[src/rtl/serial_add_ctrl.sv]
// Bit-serial adder/subtractor: one full-add cell processes one bit per cycle, LSB first,
// behind a valid/ready handshake on each side.
module serial_add_ctrl #(
  parameter int WIDTH = 8
) (
  input  logic             clk,
  input  logic             rst,
  input  logic             in_valid,
  output logic             in_ready,
  input  logic [WIDTH-1:0] op_a,
  input  logic [WIDTH-1:0] op_b,
  input  logic             cin,
  input  logic             sub,
  output logic             out_valid,
  input  logic             out_ready,
  output logic [WIDTH-1:0] sum,
  output logic             cout,
  output logic             ovf,
  output logic             busy
);

  localparam int CW = (WIDTH > 1) ? $clog2(WIDTH) : 1;
  localparam logic [CW-1:0] LAST = CW'(WIDTH - 1);

  typedef enum logic [1:0] {IDLE, RUN, DONE} state_t;

  state_t           state;
  logic [WIDTH-1:0] a_q;
  logic [WIDTH-1:0] b_q;
  logic             carry_q;
  logic [CW-1:0]    cnt_q;

  // Single full-add cell; operands are shifted right so bit 0 is always the current bit.
  logic fa_s;
  logic fa_c;
  assign fa_s = a_q[0] ^ b_q[0] ^ carry_q;
  assign fa_c = (a_q[0] & b_q[0]) | (a_q[0] & carry_q) | (b_q[0] & carry_q);

  assign in_ready = (state == IDLE) && !rst;

  // NOTE: every register in a clocked block uses <= so all updates see pre-edge values.
  always_ff @(posedge clk) begin
    if (rst) begin
      // NOTE: datapath registers are reset too, so an aborted result can never leak out.
      state     <= IDLE;
      a_q       <= '0;
      b_q       <= '0;
      carry_q   <= 1'b0;
      cnt_q     <= '0;
      sum       <= '0;
      cout      <= 1'b0;
      ovf       <= 1'b0;
      out_valid <= 1'b0;
      busy      <= 1'b0;
    end else begin
      unique case (state)
        IDLE: begin
          if (in_valid) begin
            // Subtraction is A + ~B + ~borrow.
            a_q     <= op_a;
            b_q     <= sub ? ~op_b : op_b;
            carry_q <= sub ? ~cin : cin;
            cnt_q   <= '0;
            busy    <= 1'b1;
            state   <= RUN;
          end
        end
        RUN: begin
          a_q     <= a_q >> 1;
          b_q     <= b_q >> 1;
          sum     <= {fa_s, sum[WIDTH-1:1]};
          carry_q <= fa_c;
          cnt_q   <= cnt_q + CW'(1);
          if (cnt_q == LAST) begin
            cout      <= fa_c;
            ovf       <= carry_q ^ fa_c;
            out_valid <= 1'b1;
            state     <= DONE;
          end
        end
        DONE: begin
          if (out_ready) begin
            out_valid <= 1'b0;
            busy      <= 1'b0;
            state     <= IDLE;
          end
        end
        default: state <= IDLE;
      endcase
    end
  end

endmodule
[config.mk]
export PLATFORM = sky130hd
export DESIGN_NAME = serial_add_ctrl
export DESIGN_NICKNAME = d
export VERILOG_FILES = /design/src/rtl/serial_add_ctrl.sv
export SDC_FILE = /design/constraint.sdc
export NUM_CORES = 1
export LEC_CHECK = 0
export ABC_CLOCK_PERIOD_IN_PS = 1410
export BUFFER_PORTS_ARGS = -buffer_cell sky130_fd_sc_hd__buf_4
export CAP_MARGIN = 0
export CELL_PAD_IN_SITES_DETAIL_PLACEMENT = 0
export CELL_PAD_IN_SITES_GLOBAL_PLACEMENT = 1
export CORE_ASPECT_RATIO = 1.4
export CORE_MARGIN = 3
export CORE_UTILIZATION = 39
export DETAILED_ROUTE_END_ITERATION = 8
export GPL_ROUTABILITY_DRIVEN = 0
export PLACE_DENSITY = 0.88
export SLEW_MARGIN = 20
export SYNTH_ARGS = -nofsm -noshare
export SYNTH_HDL_FRONTEND = slang
export SYNTH_SLANG_ARGS = --single-unit
export TNS_END_PERCENT = 30
[constraint.sdc]
create_clock -name clk -period 1.41 [get_ports clk]
set_clock_uncertainty 0.05 [all_clocks]
set_input_delay 0 -clock clk [delete_from_list [all_inputs] [get_ports clk]]
set_output_delay 0 -clock clk [all_outputs]
set_load 0.05 [all_outputs]
==> impl_results.md <==
* Run status: finished clean
* Switching Power at 568 uW
* Count of final max-slew check failures at 0
* Worst-case vdd ir drop at between 0.6 and 0.7 mV
* Unrepaired setup endpoints after global routing: false
* Internal cell power at 1.59 mW
* Slew @ Worst Pin at 459 ps
* Switching Fraction at 0.263
* Min Clock Period, post-route at 1330 ps
* Number of diodes added for antenna fixing at 0
* Setup total negative slack at 0 ps
* Launch point of the worst reg-to-reg path: state[0]
* Cell with the most instances after synthesis: dfxtp_1
* Startpoint-to-endpoint class of the critical path: flop to flop
* Ranking of synthesized cells by area: dfxtp_1 (44%), a21oi_1 (6.8%), nand2_1 (5.1%), xnor2_1 (5.1%), a22oi_1 (4.9%)
* Kind of start point of the critical path: flop
* Number of setup buffers added after CTS at 0
* Post-synth top area share at 0.442
* Layout overhead on the synthesized area at 32.6%
* Final critical-path share of the clock period at 0.946
* Proportion of power drawn by the clock network at 0.342
* Worst Hold Path EP: a_q[7]
* Number of distinct library cell variants in the gate-level netlist after synthesis at 35
* Sequential power share at 0.486
* Flop2flop setup slack at 80 ps
* Global-route usage over all layers at 0.149
* Number of enable-type register cells in the synthesized netlist at 0
* First-pass GRT wire length at between 5 and 6 mm
* Count of pins on the block boundary at 35
* Count of unresolved DRC violations after routing at 0
* Number of core rows at 26
* Headroom to the max-slew limit at 0.694
* Clock tree from TritonCTS: built
* Worst EP required at between 1500 and 2000 ps
* Maximum clock rate at 0.750 GHz
* Async set-or-reset flop fraction in the synthesized netlist at 0
* Hold_sp: in_valid
* Net total in the final layout at approximately 250
* Effective utilization at floorplan at 0.415
* Total wire length after detailed routing at 3.22 mm
* Endpoint of the most critical register-to-register path: a_q[4]
* Count of antenna-violating nets left after detailed routing at 0
* Die area at 0.00475 sq mm
* TritonCTS Buffers at 5
* Critical path peak fanout at 23
* Flop and latch count out of synthesis at 34
* Hold Crit Depth at 3
* Die Y-Extent at 80.4 um
* Number of setup violations in the final report at 0
* Bufs on Longest Clock Path at 2
* Most frequent cells after synthesis: dfxtp_1 (34), a21oi_1 (21), nand2_1 (21)
* Endpoint arrival time on the critical path at 1440 ps
* Part of the power in combinational logic at 0.171
* H-tree levels at 2
* Primary FF master, synth: dfxtp_1
* Max_cap viols at 0
* Residual overflow from global routing at 0
* First-iteration detailed-routing DRC count at 42
* Per-cell routed wire length at 12.2 um
* Fraction of the yosys area taken by sequential cells at 0.442
* Total power density per cell area at 1060 mW/mm^2
* Cell type with the largest total area after synthesis: dfxtp_1
* DR vias at 1358
* Number of instances in the synthesized netlist at 176
* Synthesized area divided by synthesized cell count at 8.75 sq um
* Maximum number of pins on one net before global-route repair at 37
* Number of antenna violations at the first check in global routing at 0
* DR pass1 iterations at 4
* Clock-pin slew on the worst setup and hold paths at 70 ps
* Clock Sink Count at 34
* Port bufs at 34
* Number of global-route vias before repair at between 1000 and 1500
* Post-place instance area at 0.00184 sq mm
* Clock network latency to the later pin of the worst-skew pair at ~280 ps
* Depth of the worst register-to-register path at 4
* Hold crit path type: primary input to flop
* Core region area at 0.00371 sq mm
* Number of filler cells placed in the layout at between 300 and 400
* HPWL reported at the end of detailed placement at 2.12 mm
* Nets in the synthesized netlist at 201
* DIE WIDTH at slightly below 60 um
* Finished layout cell area at 0.00204 sq mm
* Area of the mapped netlist at 0.00154 sq mm
* Register cell area after layout at between 600 and 700 sq um
* Share of layout cells above drive strength 1 at 0.253
* Leakage power at about 0.81 nW
* Area of combinational cells with multiple inputs at 778 sq um
* Via count normalized by instance count at between 5 and 6
* Final Hold Violating Endpoints at 0
* CTS root buffer: clkbuf_8
* Kind of end point of the critical path: flop
* Number of synthesis warnings at 0
==> worst max path at each step <==
stage                        start  endpoint  cells after the start
after floorplan           state[0]    b_q[7]                      4
after global placement      a_q[0]       ovf                      4
after detailed placement  state[0]    a_q[5]                      4
after CTS                 state[0]    a_q[5]                      4
after global routing      state[0]    b_q[1]                      4
final                     state[0]    a_q[4]                      4
==> power groups by stage <==
stage,clock [mW],sequential [mW],combinational (mW)
after floorplan,0,1.09,0.224
after global placement,0,1.07,0.343
after detailed placement,0,1.07,0.348
after CTS,0.761,1.05,0.373
after global routing,0.805,1.06,0.411
final,0.739,1.05,0.371
==> critical path, stage by stage (launching register included) <==
cell and delay (ps):
dfxtp_2 340, buf_12 150, or3b_2 460, a21oi_1 150
nor3_1 60
==> repair_timing <==
action	CTS	global route
hold endpoints to repair	12	0
hold buffers	11	0
gates resized for setup	0	0
==> final cells by class <==
cell class | instances | share of cell area
clock buffer | 6 | 0.0404
clock inverter | 2 | 0.00613
inverter | 1 | 0.00184
multi-input combinational | 126 | 0.381
sequential | 34 | 0.334
tap | 42 | 0.0257
timing repair buffer | 52 | 0.211
==> logic make-up after synthesis <==
logic type	after synthesis	share of synthesized area
buf+inv	16	0.0569
flops	34	0.442
simple gates	67	0.225
xor+xnor	10	0.0569
fa+ha+maj	3	0.0292
compound gates	46	0.190
==> layer usage <==
metal | track usage | share of wire
met1 | 0.169 | 0.44
met2 | 0.251 | 0.49
met3 | 0.0305 | 0.047
met4 | 0.0884 | 0.017
met5 | 0 | 0
==> registers in the layout (all words and copies together) (netlist names) <==
signal	count
out_valid	1
a_q	8
carry_q	1
sum	8
ovf	1
busy	1
cnt_q	3
state	2
cout	1
b_q	8
==> layout by cell type, fill, tap and decap left out, types with 2 or more instances in the layout <==
cell type,instances
a21oi_1,21
a22oi_1,10
buf_4,40
clkbuf_8,6
dfxtp_1,33
dlygate4sd3_1,11
ha_1,2
nand2_1,21
nand2b_1,9
nand3_1,2
nor2_1,14
nor3_1,8
o22ai_1,8
or3b_1,5
or3b_2,2
xnor2_1,9
==> stage by stage <==
| stage | power (mW) | cells | utilization | worst slack [ps] | hold WS (ps) |
|---|---|---|---|---|---|
| final | 2.16 | 263 | 0.551 | 76.4 | 39.9 |
| after global routing | 2.27 | 263 | 0.551 | 5.42 | 80.7 |
| after CTS | 2.19 | 263 | 0.551 | 70.9 | 36.2 |
| after detailed placement | 1.42 | 244 | 0.495 | 81.1 | 236 |
| after global placement | 1.41 | 244 | 0.495 | 106 | 228 |
| after floorplan | 1.31 | 176 | - | -30.4 | 122 |
Note: power is estimated with default switching activity, not from simulation.
